**src/rtl/sg_sched_pkg.sv**
```systemverilog
// Shared register map, bit indices and FSM state encoding for sg_frame_scheduler.
package sg_sched_pkg;

    localparam logic [3:0] OFF_CTRL   = 4'h0;
    localparam logic [3:0] OFF_FSEL   = 4'h4;
    localparam logic [3:0] OFF_FRAMES = 4'h8;
    localparam logic [3:0] OFF_STATUS = 4'hC;

    localparam int unsigned CTRL_START  = 0;
    localparam int unsigned CTRL_ABORT  = 1;
    localparam int unsigned CTRL_CONT   = 2;
    localparam int unsigned CTRL_IRQ_EN = 3;

    localparam int unsigned STAT_BUSY    = 0;
    localparam int unsigned STAT_DONE    = 1;
    localparam int unsigned STAT_CNT_LSB = 16;

    localparam int unsigned LOAD_CYCLES = 4;

    typedef enum logic [2:0] {
        ST_IDLE   = 3'd0,
        ST_LOAD   = 3'd1,
        ST_SETTLE = 3'd2,
        ST_RUN    = 3'd3,
        ST_DONE   = 3'd4
    } sched_state_e;

    // A programmed frame count of zero behaves as a single frame.
    function automatic logic [15:0] frames_eff(input logic [15:0] f);
        return (f == 16'd0) ? 16'd1 : f;
    endfunction

endpackage

```
**src/rtl/sg_fsel_serializer.sv**
```systemverilog
// Shifts the 4-bit frequency select out MSB first over the LOAD_CYCLES load window.
module sg_fsel_serializer
    import sg_sched_pkg::*;
(
    input  logic       clk_i,
    input  logic       rst_i,
    input  logic       load_i,
    input  logic       abort_i,
    input  logic [3:0] fsel_i,
    output logic       serial_o,
    output logic       load_o,
    output logic       last_o
);

    logic [3:0] shift_q;
    logic [1:0] cnt_q;
    logic       active_q;

    always_ff @(posedge clk_i) begin
        if (rst_i || abort_i) begin
            shift_q  <= '0;
            cnt_q    <= '0;
            active_q <= 1'b0;
        end else if (load_i) begin
            shift_q  <= fsel_i;
            cnt_q    <= '0;
            active_q <= 1'b1;
        end else if (active_q) begin
            // zero fill leaves the serial line low once all four bits are out
            shift_q <= {shift_q[2:0], 1'b0};
            cnt_q   <= cnt_q + 2'd1;
            if (cnt_q == 2'(LOAD_CYCLES - 1)) begin
                active_q <= 1'b0;
            end
        end
    end

    assign serial_o = shift_q[3];
    assign load_o   = active_q;
    assign last_o   = active_q && (cnt_q == 2'(LOAD_CYCLES - 1));

endmodule

```
**src/rtl/sg_frame_scheduler.sv**
```systemverilog
// Wishbone-controlled frame scheduler for a signal generator.
// Optional registered completion interrupt: define SG_SCHED_IRQ_EN.
module sg_frame_scheduler
    import sg_sched_pkg::*;
#(
    parameter logic [31:0] BASE_ADDR  = 32'h3000_0100,
    parameter logic [15:0] FRAMES_DEF = 16'd1
) (
    input  logic        wb_clk_i,
    input  logic        wb_rst_i,
    input  logic        wbs_stb_i,
    input  logic        wbs_cyc_i,
    input  logic        wbs_we_i,
    input  logic [3:0]  wbs_sel_i,
    input  logic [31:0] wbs_adr_i,
    input  logic [31:0] wbs_dat_i,
    output logic        wbs_ack_o,
    output logic [31:0] wbs_dat_o,
    output logic        sg_enable_o,
    output logic        sg_fsel_serial_o,
    output logic        sg_load_config_o,
    input  logic        sg_phi_p_i,
    output logic        irq_o
);

    logic        ack_q;
    logic [31:0] dat_q;
    logic        cont_q;
    logic        irq_en;
    logic [3:0]  fsel_q;
    logic [15:0] frames_q;

    sched_state_e state_q;
    logic         enable_q;
    logic         busy_q;
    logic         done_q;
    logic [15:0]  cnt_q;
    logic [15:0]  frames_sh_q;
    logic         settle_q;
    logic         phi_prev_q;

    logic [31:0] offset;
    logic [3:0]  off;
    logic        mapped;
    logic        accept;
    logic        wr;
    logic        start_wr;
    logic        abort_wr;
    logic        done_clr;
    logic        ser_load;
    logic        ser_last;
    logic        rise;
    logic [15:0] cnt_inc;
    logic [31:0] rdata_d;
    logic        unused_bits;

    assign offset   = wbs_adr_i - BASE_ADDR;
    assign off      = offset[3:0];
    assign mapped   = (offset[31:4] == 28'd0) && (offset[1:0] == 2'b00);
    // Accepting only when ack is low spaces acks out even under a held strobe.
    assign accept   = wbs_stb_i && wbs_cyc_i && mapped && !ack_q;
    assign wr       = accept && wbs_we_i;
    assign abort_wr = wr && (off == OFF_CTRL) && wbs_dat_i[CTRL_ABORT];
    assign start_wr = wr && (off == OFF_CTRL) && wbs_dat_i[CTRL_START] && !wbs_dat_i[CTRL_ABORT];
    assign done_clr = wr && (off == OFF_STATUS) && wbs_dat_i[STAT_DONE];
    assign ser_load = start_wr && ((state_q == ST_IDLE) || (state_q == ST_DONE));
    assign rise     = (state_q == ST_RUN) && sg_phi_p_i && !phi_prev_q;
    assign cnt_inc  = cnt_q + 16'd1;

    assign unused_bits = ^{wbs_sel_i, wbs_dat_i[31:16]};

    always_comb begin
        rdata_d = '0;
        case (off)
            OFF_CTRL: begin
                rdata_d[CTRL_CONT]   = cont_q;
                rdata_d[CTRL_IRQ_EN] = irq_en;
            end
            OFF_FSEL:   rdata_d[3:0]  = fsel_q;
            OFF_FRAMES: rdata_d[15:0] = frames_q;
            OFF_STATUS: begin
                rdata_d[STAT_BUSY]                   = busy_q;
                rdata_d[STAT_DONE]                   = done_q;
                rdata_d[STAT_CNT_LSB +: 16]          = cnt_q;
            end
            default: rdata_d = '0;
        endcase
    end

`ifdef SG_SCHED_IRQ_EN
    logic irq_en_q;
    logic irq_q;
    assign irq_en = irq_en_q;
    assign irq_o  = irq_q;

    always_ff @(posedge wb_clk_i) begin
        if (wb_rst_i) begin
            irq_en_q <= 1'b0;
            irq_q    <= 1'b0;
        end else begin
            if (wr && (off == OFF_CTRL)) begin
                irq_en_q <= wbs_dat_i[CTRL_IRQ_EN];
            end
            irq_q <= done_q && irq_en_q;
        end
    end
`else
    assign irq_en = 1'b0;
    assign irq_o  = 1'b0;
`endif

    always_ff @(posedge wb_clk_i) begin
        if (wb_rst_i) begin
            ack_q    <= 1'b0;
            dat_q    <= '0;
            cont_q   <= 1'b0;
            fsel_q   <= '0;
            frames_q <= FRAMES_DEF;
        end else begin
            ack_q <= accept;
            if (accept && !wbs_we_i) begin
                dat_q <= rdata_d;
            end
            if (wr) begin
                case (off)
                    OFF_CTRL:   cont_q   <= wbs_dat_i[CTRL_CONT];
                    OFF_FSEL:   fsel_q   <= wbs_dat_i[3:0];
                    OFF_FRAMES: frames_q <= wbs_dat_i[15:0];
                    default:    ;
                endcase
            end
        end
    end

    sg_fsel_serializer u_ser (
        .clk_i    (wb_clk_i),
        .rst_i    (wb_rst_i),
        .load_i   (ser_load),
        .abort_i  (abort_wr),
        .fsel_i   (fsel_q),
        .serial_o (sg_fsel_serial_o),
        .load_o   (sg_load_config_o),
        .last_o   (ser_last)
    );

    always_ff @(posedge wb_clk_i) begin
        if (wb_rst_i) begin
            state_q     <= ST_IDLE;
            enable_q    <= 1'b0;
            busy_q      <= 1'b0;
            done_q      <= 1'b0;
            cnt_q       <= '0;
            frames_sh_q <= 16'd1;
            settle_q    <= 1'b0;
            phi_prev_q  <= 1'b1;
        end else begin
            phi_prev_q <= (state_q == ST_RUN) ? sg_phi_p_i : 1'b1;
            // A clear is overridden by any set assigned later in this block.
            if (done_clr) begin
                done_q <= 1'b0;
            end
            case (state_q)
                ST_IDLE, ST_DONE: begin
                    if (ser_load) begin
                        state_q     <= ST_LOAD;
                        enable_q    <= 1'b1;
                        busy_q      <= 1'b1;
                        cnt_q       <= '0;
                        frames_sh_q <= frames_eff(frames_q);
                    end else begin
                        state_q  <= ST_IDLE;
                        enable_q <= 1'b0;
                    end
                end
                ST_LOAD: begin
                    if (abort_wr) begin
                        state_q  <= ST_IDLE;
                        enable_q <= 1'b0;
                        busy_q   <= 1'b0;
                    end else if (ser_last) begin
                        state_q  <= ST_SETTLE;
                        settle_q <= 1'b0;
                    end
                end
                ST_SETTLE: begin
                    if (abort_wr) begin
                        state_q  <= ST_IDLE;
                        enable_q <= 1'b0;
                        busy_q   <= 1'b0;
                    end else if (settle_q) begin
                        state_q <= ST_RUN;
                    end else begin
                        settle_q <= 1'b1;
                    end
                end
                ST_RUN: begin
                    if (abort_wr) begin
                        state_q  <= ST_IDLE;
                        enable_q <= 1'b0;
                        busy_q   <= 1'b0;
                    end else if (rise) begin
                        cnt_q <= cnt_inc;
                        if (cnt_inc == frames_sh_q) begin
                            done_q <= 1'b1;
                            if (!cont_q) begin
                                state_q  <= ST_DONE;
                                enable_q <= 1'b0;
                                busy_q   <= 1'b0;
                            end
                        end
                    end
                end
                default: begin
                    state_q  <= ST_IDLE;
                    enable_q <= 1'b0;
                    busy_q   <= 1'b0;
                end
            endcase
        end
    end

    assign wbs_ack_o   = ack_q;
    assign wbs_dat_o   = dat_q;
    assign sg_enable_o = enable_q;

endmodule

```
**config.mk**
```make
export PLATFORM = sky130hd
export DESIGN_NAME = sg_frame_scheduler
export DESIGN_NICKNAME = d
export VERILOG_FILES = /design/src/rtl/sg_sched_pkg.sv /design/src/rtl/sg_fsel_serializer.sv /design/src/rtl/sg_frame_scheduler.sv
export SDC_FILE = /design/constraint.sdc
export NUM_CORES = 1
export LEC_CHECK = 0
export ABC_AREA = 1
export BUFFER_PORTS_ARGS = -buffer_cell sky130_fd_sc_hd__buf_4
export CORE_MARGIN = 2
export CORE_UTILIZATION = 50
export DETAILED_ROUTE_END_ITERATION = 12
export GPL_ROUTABILITY_DRIVEN = 1
export PLACE_DENSITY = 0.75
export SLEW_MARGIN = 30
export SYNTH_ARGS = -nofsm -noshare
export SYNTH_HDL_FRONTEND = slang
export SYNTH_SLANG_ARGS = --single-unit
```
**constraint.sdc**
```tcl
create_clock -name wb_clk_i -period 2.8 [get_ports wb_clk_i]
set_input_delay 0.56 -clock wb_clk_i [delete_from_list [all_inputs] [get_ports wb_clk_i]]
set_output_delay 0.56 -clock wb_clk_i [all_outputs]
set_load 0.02 [all_outputs]
```
==> results.md, run 1 <==
* Status: finished clean
* Met2 wire len at 6.06 mm
* Post-place instance area at 6100 um2
* Worst-margin pin slew at 0.789 ns
* Die X at 107 um
* Max layer used: met4
* RSZ-0062 raised after global routing: false
* Reg clk slew, reported paths at 0.10 ns
* Lkg Pwr at 2.78 nW
* Fin. Hold Viols at 0
* Vias/cell at 5.22
* Critical Path AT at 2.73 ns
* Reg2reg path depth at 17
* Syn Area/Cell at 7.01 um2
* DP HPWL at 9.93 mm
* Die height at 107 um
* First-pass GRT wire length at 21.9 mm
* Fill cells at 967
* Achievable Freq at 0.412 GHz
* Mapped Cells at 753
* Final std cell area, no fill at 6300 um2
* Area leader, netlist: dfxtp_1
* CTS resizes at 0
* Critical path class: register to register
* FF+latch count, synth at 101
* Initial antenna violation count at 0
* Syn_nets at 829
* Worst Setup End Kind: register
* # DRC at 0
* Ys flop type: dfxtp_1
* # setup viols final at 0
* Fin Setup TNS at 0 ns
* DR WL/cell at 13.5 um
* Place WS at 0.0477 ns
* Register area share after synthesis at 38.3%
* Buffers added on ports at 89
* Met3 wire len at 735 um
* Total CTS buffers at 9
* CP max FO at 6
* Total wire length at 13.2 mm
* Worst EP required at 3.10 ns
* Register area at 2020 um2
* Final period util at 86.7%
* Layout Nets at 911
* Number of H-tree levels at 3
* Final worst slack at 0.373 ns
* Slew margin rel. at 47.4%
* # rows at 37
* Ys async rst share at 0%
* Slew Viols, Final at 0
* Root buf cell: clkbuf_8
* Clk_lat worst skew at 0.38 ns
* Synth area leaders: dfxtp_1 (38%), nand2_1 (11%), inv_1 (6.9%)
* Vias post-DR at 5091
* Hold Crit Depth at 3
* Unique masters post-synth at 44
* Overflow after GRT at 0
* TritonCTS clock tree: done
* Yosys top cell area share at 38.3%
* GP Congestion at 0.878
* Largest net degree at the start of global routing at 39
* Die area at 11400 um2
* Post-CTS Setup Repair Bufs at 0
* HP Class: input pin to register
* Clock Path Buffers at 2
* Met1 wire length at 6.20 mm
* Hold Buf Count CTS at 0
* Initial Utilization at 51.4%
* Core area at 10300 um2
* Vias in the first global route at 4740
* Antenna diodes at 0
* Post-synthesis cell area at 5280 um2
* Yosys warns at 0
* Number of flops mapped to enable cells by yosys at 0
* P&R area growth vs syn at 19.3%
* Final min period at 2.43 ns
* Drt pass-1 iters at 4
* Gr usage total at 23.7%
* I/O pins at 111
* Clock Sinks at 101
* Final Skew at 0.0107 ns
* Setup crit start kind: register
* Cell Pwr Density at 399 nW/um2
* Max-cap viol count at 0
* Worst vdd ir at 0.000293 V
* Final ANT Viol Nets at 0
* Ratio of cells with drive above 1 in the final layout at 19.0%
* Multi-input logic area at 2730 um2
* Iter 0 DRT Violations at 255
-- per-stage QoR --
step	power, mW	cells	hold slack, ns	util, %
floorplan	1.54	753	0.439	-
global placement	1.63	960	0.438	59.4
detailed placement	1.63	960	0.440	59.4
CTS	2.53	976	0.416	61.3
global route	2.60	976	0.417	61.3
finish	2.51	976	0.422	61.3
-- synthesized netlist by cell type (all sizes together), types with 2 or more instances --
| cell | count |
|---|---|
| clkbuf | 27 |
| xor2 | 9 |
| a211oi | 36 |
| nand3 | 46 |
| o21bai | 3 |
| nand2 | 161 |
| a221oi | 2 |
| a21oi | 53 |
| dfxtp | 101 |
| nand4 | 14 |
| o211a | 15 |
| o211ai | 3 |
| o21ai | 42 |
| a31oi | 3 |
| or2 | 5 |
| nand3b | 5 |
| ha | 2 |
| nor2 | 97 |
| inv | 101 |
| nor3 | 9 |
| xnor2 | 4 |
| buf | 7 |
-- critical path: stages, from the launching register on --
cell and delay (ns):
dfxtp_1 0.43, ha_1 0.31, nand3_1 0.15, inv_1 0.16, nand2_1 0.07, nand2_1 0.08
nand2_1 0.05, nand2_1 0.06, nand3_1 0.08, nor2_1 0.12, nand4_1 0.09, nor2_1 0.18
nand3_1 0.10, nand3_1 0.14, nand2_1 0.09, inv_1 0.06, nand2_1 0.04, nor3_1 0.13
-- cell families after synthesis --
| kind of cell | synth area share, % |
|---|---|
| and+or+nand+nor | 28.8 |
| other | 0.0710 |
| adders and majority gates | 0.474 |
| buffers and inverters | 10.2 |
| xor gates and xnor gates | 2.61 |
| DFF | 38.3 |
| AOI/OAI and AO/OA | 19.6 |
-- per-layer routing --
layer | global-route usage (%) | up-vias
met1 | 30.7 | 2311
met3 | 5.17 | 13
li1 | - | 2624
met4 | 6.68 | 0
met2 | 39.9 | 143
met5 | 0 | -
-- layout make-up --
type / instances / share of cell area [%]
inverters: 102 / 6.10
clock inverters: 5 / 0.695
repair buffers: 105 / 12.7
well taps: 136 / 2.70
flip-flops and latches: 101 / 32.1
clock buffers: 11 / 2.40
multi-input cells: 516 / 43.3
-- worst paths after layout --
check             slack, ns                   endpoint                      start
hold / removal         0.42      phi_prev_q$_SDFF_PP1_                 sg_phi_p_i
hold reg to reg        0.45  wbs_dat_o[3]$_SDFFE_PP0P_  wbs_dat_o[3]$_SDFFE_PP0P_
setup / recovery       0.37    state_q[2]$_SDFFE_PP0P_      cnt_q[1]$_SDFFE_PP0P_
setup reg to reg       0.37    state_q[2]$_SDFFE_PP0P_      cnt_q[1]$_SDFFE_PP0P_
-- layout by cell type, fill, tap and decap left out, drive strengths merged, types with 3 or more instances in the layout --
| master | n |
|---|---|
| nor2 | 97 |
| o211a | 15 |
| nor3 | 9 |
| a31oi | 3 |
| nand2 | 161 |
| buf | 105 |
| o211ai | 3 |
| xnor2 | 4 |
| nand3b | 5 |
| a21oi | 53 |
| inv | 102 |
| o21ai | 42 |
| dfxtp | 101 |
| nand3 | 46 |
| clkbuf | 11 |
| clkinv | 3 |
| o21bai | 3 |
| xor2 | 9 |
| nand4 | 14 |
| or2 | 5 |
| a211oi | 36 |
-- flip-flops by register name, summed over array words and instances (netlist names), 2 cells and up --
signal,flops
cnt_q,16
state_q,3
fsel_q,4
u_ser.shift_q,4
u_ser.cnt_q,2
frames_q,16
wbs_dat_o,32
frames_sh_q,16
-- power breakdown --
part           switching [mW]  internal [mW]
logic                  0.0940         0.0732
clock network           0.529          0.381
registers      0.000000000113           1.44
total                   0.623           1.89
Note: power is estimated with default switching activity, not from simulation.
==> run 2, diff against run 1 <==
Settings changed: ABC_AREA 1 to unset, CAP_MARGIN set to 20.
==> results.md, run 2 <==
* I/O pins at 111
* Final Skew at 0.0207 ns
* Vias post-DR at 6315
* Sequential share of power at 54.9%
* CP Cell Sequence: buf_6, or4_4, or4_4, o31ai_4, nand3_4, or4b_4, or3_4, and3b_1, a211oi_2
* Commonest non-fill, non-tap cells in the layout: buf_4 (171), dfxtp_1 (101), nand2_1 (87)
* GP Congestion at 0.942
* Internal power at 1.92 mW
* Post-synthesis cell area at 5110 um2
* Max FFs per register at 32
* Critical Path AT at 3.57 ns
* Overflow after GRT at 0
* Initial antenna violation count at 0
* Cell Pwr Density at 326 nW/um2
* TritonCTS clock tree: done
* Root buf cell: clkbuf_8
* Fin. Hold Viols at 0
* Fill cells at 533
* Commonest non-fill, non-tap cell in the layout: buf_4
* # DRC at 0
* RSZ-0062 raised after global routing: true
* Worst EP required at 3.09 ns
* Final worst slack at -0.481 ns
* Syn_nets at 722
* Total CTS buffers at 9
* Register area share after synthesis at 39.6%
* Syn Area/Cell at 7.91 um2
* DP HPWL at 11.3 mm
* First-pass GRT wire length at 28.4 mm
* Iter 0 DRT Violations at 783
* Final ANT Viol Nets at 0
* Die area at 11000 um2
* Final min period at 3.28 ns
* Ys async rst share at 0%
* Worst path slowest cell: or4b_4
* Core area at 9860 um2
* DR WL/cell at 22.9 um
* Hold Buf Count CTS at 0
* P&R area growth vs syn at 58.0%
* Die X at 105 um
* CP max stage delay at 0.56 ns
* Top delay family on crit path: simple AND/OR/NAND/NOR gates
* Drt pass-1 iters at 8
* Failing checks: setup timing
* Initial Utilization at 51.8%
* Critical path class: input pin to register
* Final hold slack at 0.427 ns
* Clock Sinks at 101
* Max-cap viol count at 0
* Final Power at 2.63 mW
* Mapped Cells at 646
* Slew Viols, Final at 0
* Power share of the clock group at 35.3%
* # setup viols final at 98
* Worst-margin pin slew at 0.895 ns
* Achievable Freq at 0.305 GHz
* HP Class: input pin to register
* Buffers added on ports at 89
* Psw at 0.710 mW
* CP max FO at 5
* Setup crit start kind: input pin
* Ratio of cells with drive above 1 in the final layout at 48.4%
* Vias in the first global route at 5753
* # rows at 36
* Status: finished, violations left
* Area leader, netlist: dfxtp_1
* Worst Setup End Kind: register
* Most frequent cells after synthesis: nand2_1 (125), dfxtp_1 (101), a21oi_1 (65)
* Count leader, synth: nand2_1
* Slew margin rel. at 40.1%
* Gr usage total at 31.8%
* FF+latch count, synth at 101
* Cell mode on critical path: or4_4
* Reg clk slew, reported paths at 0.10 ns
* Clk_lat worst skew at 0.38 ns
* Number of H-tree levels at 3
* Number of flops mapped to enable cells by yosys at 0
* Clock Path Buffers at 2
* Ys flop type: dfxtp_1
* Synth area leaders: dfxtp_1 (40%), nand2_1 (9.2%), a21oi_1 (6.4%)
* Layout Nets at 899
* Final period util at 117%
* Die height at 105 um
* Total wire length at 22.0 mm
* Gate power share at 9.8%
* Yosys top cell area share at 39.6%
* Yosys warns at 0
* Lkg Pwr at 3.08 nW
* Worst vdd ir at 0.000312 V
* Vias/cell at 6.57
* Switching Fraction at 27.0%
* Largest net degree at the start of global routing at 60
* Unique masters post-synth at 70
* Worst Path Buf+Inv at 1
* Antenna diodes at 0
## run 2: changes by cell type in the layout (fill, tap and decap cells not counted), sizes merged, moves of 14 or more
cell	delta
buf	+106
inv	-94
nor2	-63
nand2	-35
o21ai	-32
a211oi	-30
nor4	+14
o211a	-14
## run 2: what timing repair did
item                                    CTS  global route
gates resized for setup                  74           130
setup buffers                            14            12
gates cloned                              8             2
endpoints found under the setup margin   98           100
pin swaps                                32            36
## run 2: through the flow
stage / instance area (um2) / util (%) / cells / setup slack (ns) / TNS [ns]
after global routing: 8080 / 81.9 / 961 / -0.541 / -38.61
after CTS: 7460 / 75.6 / 951 / -0.351 / -25.15
after floorplan: 5290 / - / 646 / -0.529 / -25.94
after global placement: 6610 / 67.0 / 913 / -0.673 / -52.41
after detailed placement: 6610 / 67.0 / 913 / -0.802 / -63.08
final: 8080 / 81.9 / 961 / -0.481 / -32.73
## run 2: final timing paths
| kind | from | to | slack (ns) | cells after the start |
|---|---|---|---|---|
| setup / recovery | wbs_adr_i[16] | state_q[0]$_SDFFE_PP0P_ | -0.48 | 9 |
| hold / removal | sg_phi_p_i | phi_prev_q$_SDFF_PP1_ | 0.43 | 2 |
| setup reg to reg | cnt_q[0]$_SDFFE_PP0P_ | busy_q$_SDFFE_PP0P_ | -0.17 | 9 |
| hold reg to reg | wbs_dat_o[4]$_SDFFE_PP0P_ | wbs_dat_o[4]$_SDFFE_PP0P_ | 0.47 | 2 |
## run 2: power by group through the flow
stage                     sequential, mW  clock (mW)  combinational [mW]
after global routing                1.44       0.986               0.266
after detailed placement            1.48           0               0.202
after global placement              1.48           0               0.197
after floorplan                     1.48           0              0.0804
after CTS                           1.44       0.919               0.218
final                               1.44       0.929               0.258
## run 2: area by class of cell
class,instances,area (um2),area share (%)
clock buffers,10,138,1.70
clock inverters,6,55.1,0.682
inverters,6,22.5,0.279
multi-input cells,492,3710,45.9
flip-flops and latches,101,2020,25.0
well taps,133,166,2.06
repair buffers,213,1960,24.3
## run 2: logic make-up after synthesis
| group | after synthesis | synth area share, % |
|---|---|---|
| multiplexers | 12 | 2.40 |
| AND/OR/NAND/NOR | 323 | 32.1 |
| other | 1 | 0.0734 |
| XOR/XNOR | 26 | 4.46 |
| buffers and inverters | 54 | 4.48 |
| flip-flops | 101 | 39.6 |
| adder cells (fa/ha/maj) | 2 | 0.490 |
| AO/OA/AOI/OAI | 127 | 16.5 |
## run 2: layer usage
| layer | vias to the layer above | GRT usage [%] | wire [um] |
|---|---|---|---|
| met1 | 3001 | 39.2 | 7820 |
| li1 | 2669 | - | - |
| met3 | 172 | 5.05 | 1990 |
| met2 | 473 | 56.0 | 10700 |
| met5 | - | 0 | 0 |
| met4 | 0 | 10.7 | 1480 |
==> run 3, diff against run 2 <==
Settings changed: CELL_PAD_IN_SITES_DETAIL_PLACEMENT set to 2, CELL_PAD_IN_SITES_GLOBAL_PLACEMENT set to 2, CORE_UTILIZATION 50 to 31, PLACE_DENSITY 0.75 to 0.8.
==> results.md, run 3 (synthesis gave the netlist of run 2 again) <==
* Status: finished, violations left
* Failing checks: setup timing
* Worst EP required at 3.11 ns
* Clk_lat worst skew at 0.38 ns
* Core area at 16000 um2
* Lkg Pwr at 3.09 nW
* Post-place instance area at 6820 um2
* HP Class: input pin to register
* Max FFs per register at 32
* Final Skew at 0.0141 ns
* P&R area growth vs syn at 59.7%
* Largest net degree at the start of global routing at 46
* TritonCTS clock tree: done
* Hold_sp: wbs_dat_i[7]
* # DRC at 0
* Total wire length at 30.5 mm
* Commonest non-fill, non-tap cells in the layout: buf_4 (189), nand2_1 (102), dfxtp_1 (99)
* Iter 0 DRT Violations at 480
* Vias post-DR at 6225
* DR WL/cell at 29.0 um
* Post-route non-filler standard cell count at 1052
* # rows at 46
* Max-cap viol count at 0
* Initial antenna violation count at 0
* Clock Path Buffers at 2
* Reg2reg path depth at 11
* Die X at 132 um
* Critical path class: input pin to register
* Slew Viols, Final at 0
* Vias/cell at 5.92
* Place WS at -0.914 ns
* Hold Buf Count CTS at 0
* Setup crit start kind: input pin
* Reg clk slew, reported paths at 0.07 ns
* Gr usage total at 26.1%
* Commonest non-fill, non-tap cell in the layout: buf_4
* Final std cell area, no fill at 8160 um2
* Achievable Freq at 0.299 GHz
* I/O pins at 111
* First-pass GRT wire length at 36.2 mm
* Hold Crit Depth at 3
* Number of H-tree levels at 3
* CP max FO at 6
* Buffers added on ports at 89
* Worst r2r src: cnt_q[0]$_SDFFE_PP0P_
* Worst vdd ir at 0.000290 V
* Ratio of cells with drive above 1 in the final layout at 47.1%
* Final period util at 120%
* Worst Setup End Kind: register
* Total CTS buffers at 9
* Layout Nets at 907
* Die area at 17500 um2
* DP HPWL at 16.5 mm
* Overflow after GRT at 0
* Die height at 132 um
* RSZ-0062 raised after global routing: true
* Slew margin rel. at 47.7%
* Antenna diodes at 0
* Fin. Hold Viols at 0
* Cell Pwr Density at 372 nW/um2
* Post-placement cell count at 1010
* Initial Utilization at 31.9%
* Final min period at 3.35 ns
* Clock Sinks at 101
* Worst-margin pin slew at 0.785 ns
* # setup viols final at 100
* Drt pass-1 iters at 5
* Final ANT Viol Nets at 0
* Root buf cell: clkbuf_16
* CP startpoint: wbs_adr_i[20]
* Final worst slack at -0.550 ns
* GP Congestion at 0.853
* Critical Path AT at 3.66 ns
* Vias in the first global route at 6535
## run 3: cell types whose count changed in the layout (fill, tap and decap cells not counted), sizes merged
cell,previous run,this run
buf,211,217
clkbuf,12,15
clkinv,2,1
## run 3: path summary, 6_finish.rpt
check	endpoint	slack, ns
setup / recovery	cnt_q[12]$_SDFFE_PP0P_	-0.55
setup reg to reg	sg_enable_o$_SDFFE_PP0P_	-0.22
hold / removal	frames_q[7]$_SDFFE_PP0P_	0.44
hold reg to reg	wbs_dat_o[21]$_SDFFE_PP0P_	0.47
## run 3: repair_timing
action | in CTS | in global routing
endpoints found under the setup margin | 100 | 100
gates resized for setup | 40 | 132
endpoints found under the hold margin | 0 | 0
setup buffers | 4 | 14
pin swaps | 14 | 56
cloned | 1 | 6
## run 3: metal layers
| layer | up-vias | global-route usage [%] | wire length (um) |
|---|---|---|---|
| met1 | 3211 | 29.9 | 11800 |
| met5 | - | 0 | 0 |
| met3 | 92 | 3.61 | 1240 |
| met4 | 0 | 9.98 | 1520 |
| met2 | 238 | 48.9 | 16000 |
| li1 | 2684 | - | - |
## run 3: critical path, cell delays in order
cell and delay, ns:
buf_6 0.09, or4_4 0.55, or4_4 0.52, o31ai_4 0.39, nand3_4 0.16, buf_4 0.17, buf_6 0.11, nor4b_4 0.29
nand2_2 0.15, a21oi_4 0.30, clkbuf_16 0.21, a22o_1 0.16
## run 3: final cells by class
cell class,instances,area (um2)
Sequential cell,101,2020
Clock buffer,11,243
Timing Repair Buffer,221,1920
Clock inverter,5,43.8
Fill cell,1733,7840
Inverter,6,22.5
Multi-Input combinational cell,492,3640
Tap cell,216,270
## run 3: power breakdown
group / internal (mW) / switching (mW)
registers: 1.44 / 0.00369
logic: 0.122 / 0.157
clock network: 0.641 / 0.670
## run 3: metrics by stage
stage / util (%) / total power, mW / hold WS (ns) / TNS [ns]
after floorplan: - / 1.56 / 0.428 / -25.94
after global placement: 42.6 / 1.69 / 0.442 / -67.43
after detailed placement: 42.6 / 1.70 / 0.457 / -71.92
after CTS: 45.8 / 2.95 / 0.449 / -25.54
after global routing: 51.0 / 3.11 / 0.443 / -42.80
final: 51.0 / 3.03 / 0.440 / -35.80
